## src/rtl/riscv_pkg.sv

```systemverilog
// riscv_pkg: loader state encoding and default loader constants shared across the core
package riscv_pkg;
  typedef enum logic [2:0] {IDLE, LOAD, FLUSH, RUN, ERROR} loader_state_t;
  localparam logic [31:0] DEFAULT_BASE_ADDR = 32'h0000_0000;
  localparam int DEFAULT_FLUSH_CYCLES = 4;
endpackage

```

## src/rtl/delay_counter.sv

```systemverilog
// delay_counter: loadable down-counter that flags its final counting cycle
module delay_counter #(
  parameter int W = 3
) (
  input  logic         clk,
  input  logic         reset,
  input  logic         load,
  input  logic [W-1:0] loadValue,
  output logic         expiring
);
  logic [W-1:0] cnt;
  assign expiring = cnt <= W'(1);
  // load on entry, then count down to zero and stay there
  always_ff @(posedge clk or negedge reset) begin
    if (!reset) cnt <= '0;
    else if (load) cnt <= loadValue;
    else if (cnt != '0) cnt <= cnt - W'(1);
  end
endmodule

```

## src/rtl/imem_loader.sv

```systemverilog
// imem_loader: streams instruction words into imemory while holding the core in reset
module imem_loader
  import riscv_pkg::*;
#(
  parameter int          DEPTH_WORDS  = 256,
  parameter logic [31:0] BASE_ADDR    = DEFAULT_BASE_ADDR,
  parameter int          FLUSH_CYCLES = DEFAULT_FLUSH_CYCLES
) (
  input  logic                         clk,
  input  logic                         reset,
  input  logic                         start,
  input  logic                         s_valid,
  input  logic [31:0]                  s_data,
  input  logic                         s_last,
  output logic                         s_ready,
  output logic                         InstrWrite,
  output logic [31:0]                  WriteInst,
  output logic [31:0]                  WriteAdress,
  output logic                         core_reset,
  output logic                         busy,
  output logic                         done,
  output logic                         err,
  output logic [$clog2(DEPTH_WORDS):0] count
);
  localparam int CW = $clog2(DEPTH_WORDS) + 1;
  localparam int FW = $clog2(FLUSH_CYCLES + 2);
  loader_state_t state, nextState;
  logic accept, room, flushDone;
  assign accept = s_valid && s_ready;
  assign room = count < CW'(DEPTH_WORDS);
  delay_counter #(.W(FW)) flushTimer (
    .clk(clk),
    .reset(reset),
    .load(state != FLUSH && nextState == FLUSH),
    .loadValue(FW'(FLUSH_CYCLES)),
    .expiring(flushDone)
  );
  // next-state: start only honoured outside LOAD/FLUSH, overflow beat diverts to ERROR
  always_comb begin
    nextState = state;
    case (state)
      IDLE, RUN, ERROR: nextState = start ? LOAD : state;
      LOAD:             nextState = !accept ? LOAD : !room ? ERROR : s_last ? FLUSH : LOAD;
      FLUSH:            nextState = flushDone ? RUN : FLUSH;
      default:          nextState = IDLE;
    endcase
  end
  // state plus registered outputs decoded from the next state so they change glitch-free
  always_ff @(posedge clk or negedge reset) begin
    if (!reset) begin
      state       <= IDLE;
      count       <= '0;
      InstrWrite  <= 1'b0;
      WriteInst   <= '0;
      WriteAdress <= BASE_ADDR;
      s_ready     <= 1'b0;
      busy        <= 1'b0;
      done        <= 1'b0;
      err         <= 1'b0;
      core_reset  <= 1'b1;
    end else begin
      state      <= nextState;
      s_ready    <= nextState == LOAD;
      busy       <= nextState == LOAD || nextState == FLUSH;
      done       <= nextState == RUN;
      err        <= nextState == ERROR;
      core_reset <= nextState != RUN;
      InstrWrite <= accept && room;
      if (accept && room) begin
        WriteInst   <= s_data;
        WriteAdress <= BASE_ADDR + (32'(count) << 2);
        count       <= count + CW'(1);
      end else if (state != LOAD && nextState == LOAD) begin
        count <= '0;
      end
    end
  end
endmodule
```

## config.mk

```make
export PLATFORM = sky130hd
export DESIGN_NAME = imem_loader
export DESIGN_NICKNAME = d
export VERILOG_FILES = /design/src/rtl/riscv_pkg.sv /design/src/rtl/delay_counter.sv /design/src/rtl/imem_loader.sv
export SDC_FILE = /design/constraint.sdc
export NUM_CORES = 1
export LEC_CHECK = 0
export ABC_AREA = 1
export CELL_PAD_IN_SITES_DETAIL_PLACEMENT = 0
export CELL_PAD_IN_SITES_GLOBAL_PLACEMENT = 1
export CORE_AREA = 5 5 105 107
export CTS_BUF_LIST = sky130_fd_sc_hd__clkbuf_2
export CTS_CLUSTER_SIZE = 14
export DETAILED_ROUTE_END_ITERATION = 6
export DIE_AREA = 0 0 110 112
export MAX_ROUTING_LAYER = met4
export PLACE_DENSITY_LB_ADDON = 0.1
export SLEW_MARGIN = 30
export SYNTH_ARGS = -nofsm -noshare
export SYNTH_HDL_FRONTEND = slang
export SYNTH_SLANG_ARGS = --single-unit
```

## constraint.sdc

```tcl
create_clock -name clk -period 1.55 [get_ports clk]
set_input_delay 0.31 -clock clk [delete_from_list [all_inputs] [get_ports clk]]
set_output_delay 0.31 -clock clk [all_outputs]
set_load 0.005 [all_outputs]
```

==> results of run 1 <==
-- kinds of logic (layout without fill, tap and decap cells) --
family / count (synthesis) / count (layout) / synth area share, %
AND/OR/NAND/NOR: 189 / 189 / 28.8
flip-flops: 62 / 62 / 55.5
buffers and inverters: 52 / 159 / 10.5
AO/OA/AOI/OAI: 15 / 15 / 3.00
adder cells (fa/ha/maj): 4 / 4 / 1.79
other: 1 / 23 / 0.134
XOR/XNOR: 1 / 1 / 0.313
-- flip-flops by register name, indices dropped and copies added, names as in the netlist --
name / count
err: 1
done: 1
flushTimer.cnt: 3
InstrWrite: 1
WriteAdress: 9
s_ready: 1
count: 9
state: 3
core_reset: 1
busy: 1
WriteInst: 32
-- metal layers --
layer | vias up | routed length [um]
met5 | - | 0
met1 | 1056 | 3380
met2 | 62 | 3430
met3 | 8 | 425
li1 | 1206 | -
met4 | 0 | 85
-- metrics by stage --
step                cell area, um2  setup TNS, ps
floorplan                     2880              0
global placement              3920          -1720
detailed placement            3920          -2400
CTS                           4010              0
global route                  4080          -20.6
finish                        4080              0
-- cells in the final DEF, fill, tap and decap left out --
master and count:
ha_1 4, buf_2 2, a21oi_1 3, dlygate4sd2_1 32, nand3_1 18, clkdlybuf4s15_1 22
clkinv_2 3, conb_1 23, buf_12 5, nand2_2 1, dlygate4sd3_1 1, nor2_1 21
nor2_2 1, dfstp_2 1, xnor2_1 1, clkinvlp_4 1, inv_1 17, dfrtp_1 57
nor3_4 1, buf_4 26, nand3_4 2, clkbuf_2 10, inv_2 3, nor2_4 3
o21ai_2 1, o21ai_0 8, clkinv_1 2, nand4_1 2, clkdlybuf4s50_1 35, o211ai_1 1
a31oi_1 2, nand2_1 140, dfrtp_2 4
-- power groups by stage --
| stage | combinational (mW) | clock (mW) | sequential (mW) |
|---|---|---|---|
| detailed placement | 2.98 | 0 | 2.62 |
| global route | 3.18 | 0.891 | 2.62 |
| CTS | 2.76 | 0.827 | 2.54 |
| global placement | 2.97 | 0 | 2.63 |
| finish | 2.80 | 0.759 | 2.55 |
| floorplan | 1.27 | 0 | 2.65 |
-- area by class of cell --
| type | instances | share of cell area [%] |
|---|---|---|
| Timing Repair Buffer | 124 | 28.7 |
| Clock buffer | 9 | 1.10 |
| Sequential cell | 62 | 38.2 |
| Inverter | 20 | 1.84 |
| Tap cell | 136 | 4.17 |
| Multi-Input combinational cell | 232 | 25.3 |
| Clock inverter | 6 | 0.736 |
-- worst register-to-register path, stage by stage, from the launching register on --
cell     delay (ps)
dfrtp_1         490
nor3_4          260
nand2_1         140
nand3_4         150
nand3_4         130
nand3_1         100
nand2_1          50
-- worst min-delay path by stage --
stage	start	endpoint	slack, ps	cells past startpoint
2_1_floorplan	reset	InstrWrite	10	0
3_3_place_gp	reset	err	300	1
3_5_place_dp	reset	err	300	1
4_1_cts	reset	err	270	2
5_1_grt	reset	err	280	2
6_report	reset	err	290	2
-- what timing repair did --
action,in CTS,in global routing
resized for setup,65,22
endpoints found under the setup margin,56,26
hold buffers,1,0
pin swaps,0,0
endpoints found under the hold margin,14,0
buffers inserted,9,7
==> results.toml, run 1 <==
[power_and_ir_drop]
ir_worst_vdd_v = 0.000415
pwr-share-comb_pct = 45.9
p_total_mw = 6.11
p_per_area_nw_per_um2 = 1500
power.switching_mw = 2.31
clockPowerShare_pct = 12.4
internal_power_mw = 3.80
p_leak_nw = 2.17
p_sw_share_pct = 37.8
seq_power_share_pct = 41.7

[finish]
nets = 490
multi_input_area_um2 = 1030
final_cells = 589
drive_gt1_share_pct = 14.1
fillers = 1081
regArea_um2 = 1560
diodes = 0
postLayoutCoreUtil_pct = 40.6
syn_to_final_growth_pct = 46.0

[synth]
syn_inst = 324
yosys_warnings = 0
ys.flop_type = "dfrtp_1"
synth_edf_count = 0
ys_types = 23
async_flop_share_pct = 100
yosys.area.top_type = "dfrtp_1"
syn_area_um2 = 2800
yosysTopAreaCellShare_pct = 54.6
yosysMostFrequentCell = "nand2_1"
synth_commonest_cells = "nand2_1, dfrtp_1, buf_4, nor2_1, nand3_1"
synthTopCellsByArea = "dfrtp_1, nand2_1, buf_4, nand3_1, nor2_1"
seq_area_frac_synth_pct = 55.5
syn_avg_cell_area_um2 = 8.63
yosys_register_bits = 62

[placement]
dp_hpwl_um = 5320
dpl.cell_count = 557
gp_congestion = 0.747
portBuffers = 92
dp_slack_ps = -133

[routing]
wl_per_cell_um = 12.4
num_vias = 2332
dr.pass1.iters = 4
remaining_drc_errors = 0
drt_wl_total_um = 7320
ant_nets = 0
viasPerCell = 3.96
drt_iter0_markers = 99

[critical_path]
cp_slowest_cell = "dfrtp_1"
worstPathArrival_ps = 1160
crit_fanout = 2
endpoint = "WriteInst[22]"
worstSetupStartpointType = "flop"
endpoint_kind = "primary output"
r2r_start = "state[1]"
worstSetupStartpoint = "WriteInst[22]"
r2r_setup_slack_ps = 120
cp.required_ps = 1240
rr_endpoint = "count[2]"
r2r_cells = 6
crit_family = "flip-flops"
max_stage_delay_ps = 420
cp_cell_sequence = "dlygate4sd2_1"
critPathBufInv = 1
crit_type = "flop to primary output"
path_depth = 1

[cts]
cts_tree = "done"
clk_latency_ps = 470
clockRootBuffer = "clkbuf_2"
clock_sinks = 62
clkTransAtPathRegs_ps = 180
clockBufferDepth = 2
h-tree-depth = 3
cts_buffers = 9

[floorplanning]
ios = 116
die-width_um = 110
coreArea_um2 = 10000
row_count = 37
die-area_um2 = 12300
initial_core_util_pct = 27.8
die_h_um = 112

[sta]
fmax_mhz = 679
setup_viol = 0
worst_slack_ps = 77.9
period_needed_ps = 1470
period_share_pct = 95.0
maxSlewViolCount = 0
whs_ps = 291
finalHoldViolCount = 0
finalClockSkew_ps = 26.2

[global_routing]
grt_pass1_wl_um = 11600
grt_start_max_net_pins = 27
use_met3_pct = 4.17
grt.busiest_layer = "met2"
grt_usage_pct = 12.5
grt_pass1_vias = 2290
grt.met2_usage_pct = 18.9
grt-ovfl-total = 0
antenna_found_initial = 0
grt.met1_usage_pct = 15.9

[run_status]
status = "complete, no violations"

[min_path]
min_path_type = "input pin to async pin"

[flow_run]
drv_cap = 0
Power figures use the tool's default switching activity.
==> run 2: changes to the inputs <==
--- a/config.mk
+++ b/config.mk
@@ -8,11 +8,12 @@
 export ABC_AREA = 1
 export CELL_PAD_IN_SITES_DETAIL_PLACEMENT = 0
 export CELL_PAD_IN_SITES_GLOBAL_PLACEMENT = 1
-export CORE_AREA = 5 5 105 107
+export CORE_AREA = 5 5 100 102
 export CTS_BUF_LIST = sky130_fd_sc_hd__clkbuf_2
+export CTS_CLUSTER_DIAMETER = 40
 export CTS_CLUSTER_SIZE = 14
 export DETAILED_ROUTE_END_ITERATION = 6
-export DIE_AREA = 0 0 110 112
+export DIE_AREA = 0 0 105 107
 export MAX_ROUTING_LAYER = met4
 export PLACE_DENSITY_LB_ADDON = 0.1
 export SLEW_MARGIN = 30
==> results.toml, run 2 (same netlist as run 1, synthesis figures left out) <==
[min_path]
min_path_cells = 3
min_from = "s_data[9]"
min_path_type = "input pin to flop"
hold_end = "WriteInst[9]"

[global_routing]
grt_usage_pct = 13.0
grt_pass1_vias = 2381
antenna_found_initial = 0
grt_pass1_wl_um = 11600
grt-ovfl-total = 0
grt_start_max_net_pins = 63

[sta]
setup_viol = 0
finalClockSkew_ps = 21.5
finalHoldViolCount = 0
rsz0062_at_grt = "false"
period_needed_ps = 1490
maxSlewViolCount = 0
period_share_pct = 96.1
whs_ps = 346
fmax_mhz = 671
worst_slack_ps = 60.3

[placement]
gp_congestion = 0.780
dpl.cell_count = 528
dp_slack_ps = -126
dp_hpwl_um = 4830
portBuffers = 92

[floorplanning]
die-width_um = 105
die_h_um = 107
coreArea_um2 = 9020
initial_core_util_pct = 31.0
die-area_um2 = 11200
ios = 116
row_count = 35

[critical_path]
r2r_cells = 9
cp_cell_sequence = "clkdlybuf4s15_1"
rr_endpoint = "count[8]"
worstPathArrival_ps = 1180
critPathBufInv = 1
endpoint_kind = "primary output"
cp_slowest_cell = "dfstp_2"
crit_type = "flop to primary output"
crit_family = "flip-flops"
worstSetupStartpointType = "flop"
cp.required_ps = 1240
max_stage_delay_ps = 540
r2r_start = "count[8]"
crit_fanout = 1
r2r_setup_slack_ps = 140

[finish]
nets = 488
diodes = 0
final_cells = 563
drive_gt1_share_pct = 13.7
syn_to_final_growth_pct = 44.3
regMostFlops = "WriteInst"
largest_reg_flops = 32
mostFrequentLayoutCells = "nand2_1, dfrtp_1, dlygate4sd2_1"
postLayoutCoreUtil_pct = 44.7
layout_commonest_cell = "nand2_1"
reg_top3 = "WriteInst x32, WriteAdress x9, count x9"

[routing]
wl_per_cell_um = 12.6
ant_nets = 0
dr.pass1.iters = 4
viasPerCell = 4.22
drt_wl_total_um = 7080
num_vias = 2374
remaining_drc_errors = 0
drt_iter0_markers = 75

[cts]
clock_sinks = 62
clockRootBuffer = "clkbuf_2"
clkTransAtPathRegs_ps = 190
cts_buffers = 9
cts_tree = "done"
clk_latency_ps = 460
clockBufferDepth = 2
h-tree-depth = 3

[flow_run]
drv_cap = 0

[power_and_ir_drop]
p_per_area_nw_per_um2 = 1540
p_leak_nw = 2.21
p_total_mw = 6.21
ir_worst_vdd_v = 0.000669

[run_status]
status = "complete, no violations"
run 2: changes by cell type in the layout (fill, tap and decap cells not counted), sizes merged:
cell           change
clkinv             -2
bufinv             +1
dlygate4sd2       +15
clkbuf             +1
buf                -3
clkdlybuf4s15     -13
run 2: routing by layer:
metal | wire length [um] | GRT usage [%] | part of all wire (%)
met2 | 3160 | 18.8 | 45
met3 | 576 | 4.94 | 8.1
met1 | 3200 | 16.6 | 45
met5 | 0 | - | 0
met4 | 131 | 5.11 | 1.9
run 2: worst max path at each step:
stage	start	depth (start not counted)	end	slack, ps
after global placement	s_valid	10	count[7]	-110
after floorplan	state[1]	6	count[8]	330
after detailed placement	s_valid	10	count[7]	-130
after global routing	WriteInst[14]	1	WriteInst[14]	1
after CTS	count[8]	1	count[8]	3
final	core_reset	1	core_reset	60
run 2: through the flow:
step                      TNS [ps]  instance area (um2)
after floorplan                  0                 2880
after global placement       -1870                 3840
after detailed placement     -1900                 3840
after CTS                        0                 4000
after global routing             0                 4040
final                            0                 4040
run 2: layout make-up:
class	instances	area [um2]
fillers	956	4990
flip-flops and latches	62	1560
repair buffers	122	1120
multi-input cells	232	1040
well taps	111	139
inverters	20	75.1
clock buffers	11	55.1
clock inverters	5	50.0
run 2: what timing repair did:
action                                  CTS  global route
endpoints found under the hold margin    61             0
resized for setup                        63             7
hold buffers                              1             0
gates cloned                              0             0
setup buffers                            15             3
endpoints found under the setup margin   56             8
run 2: power breakdown:
part	switching, mW	internal, mW
combinational	1.39	1.33
clock	0.582	0.374
sequential	0.315	2.22
total	2.29	3.92
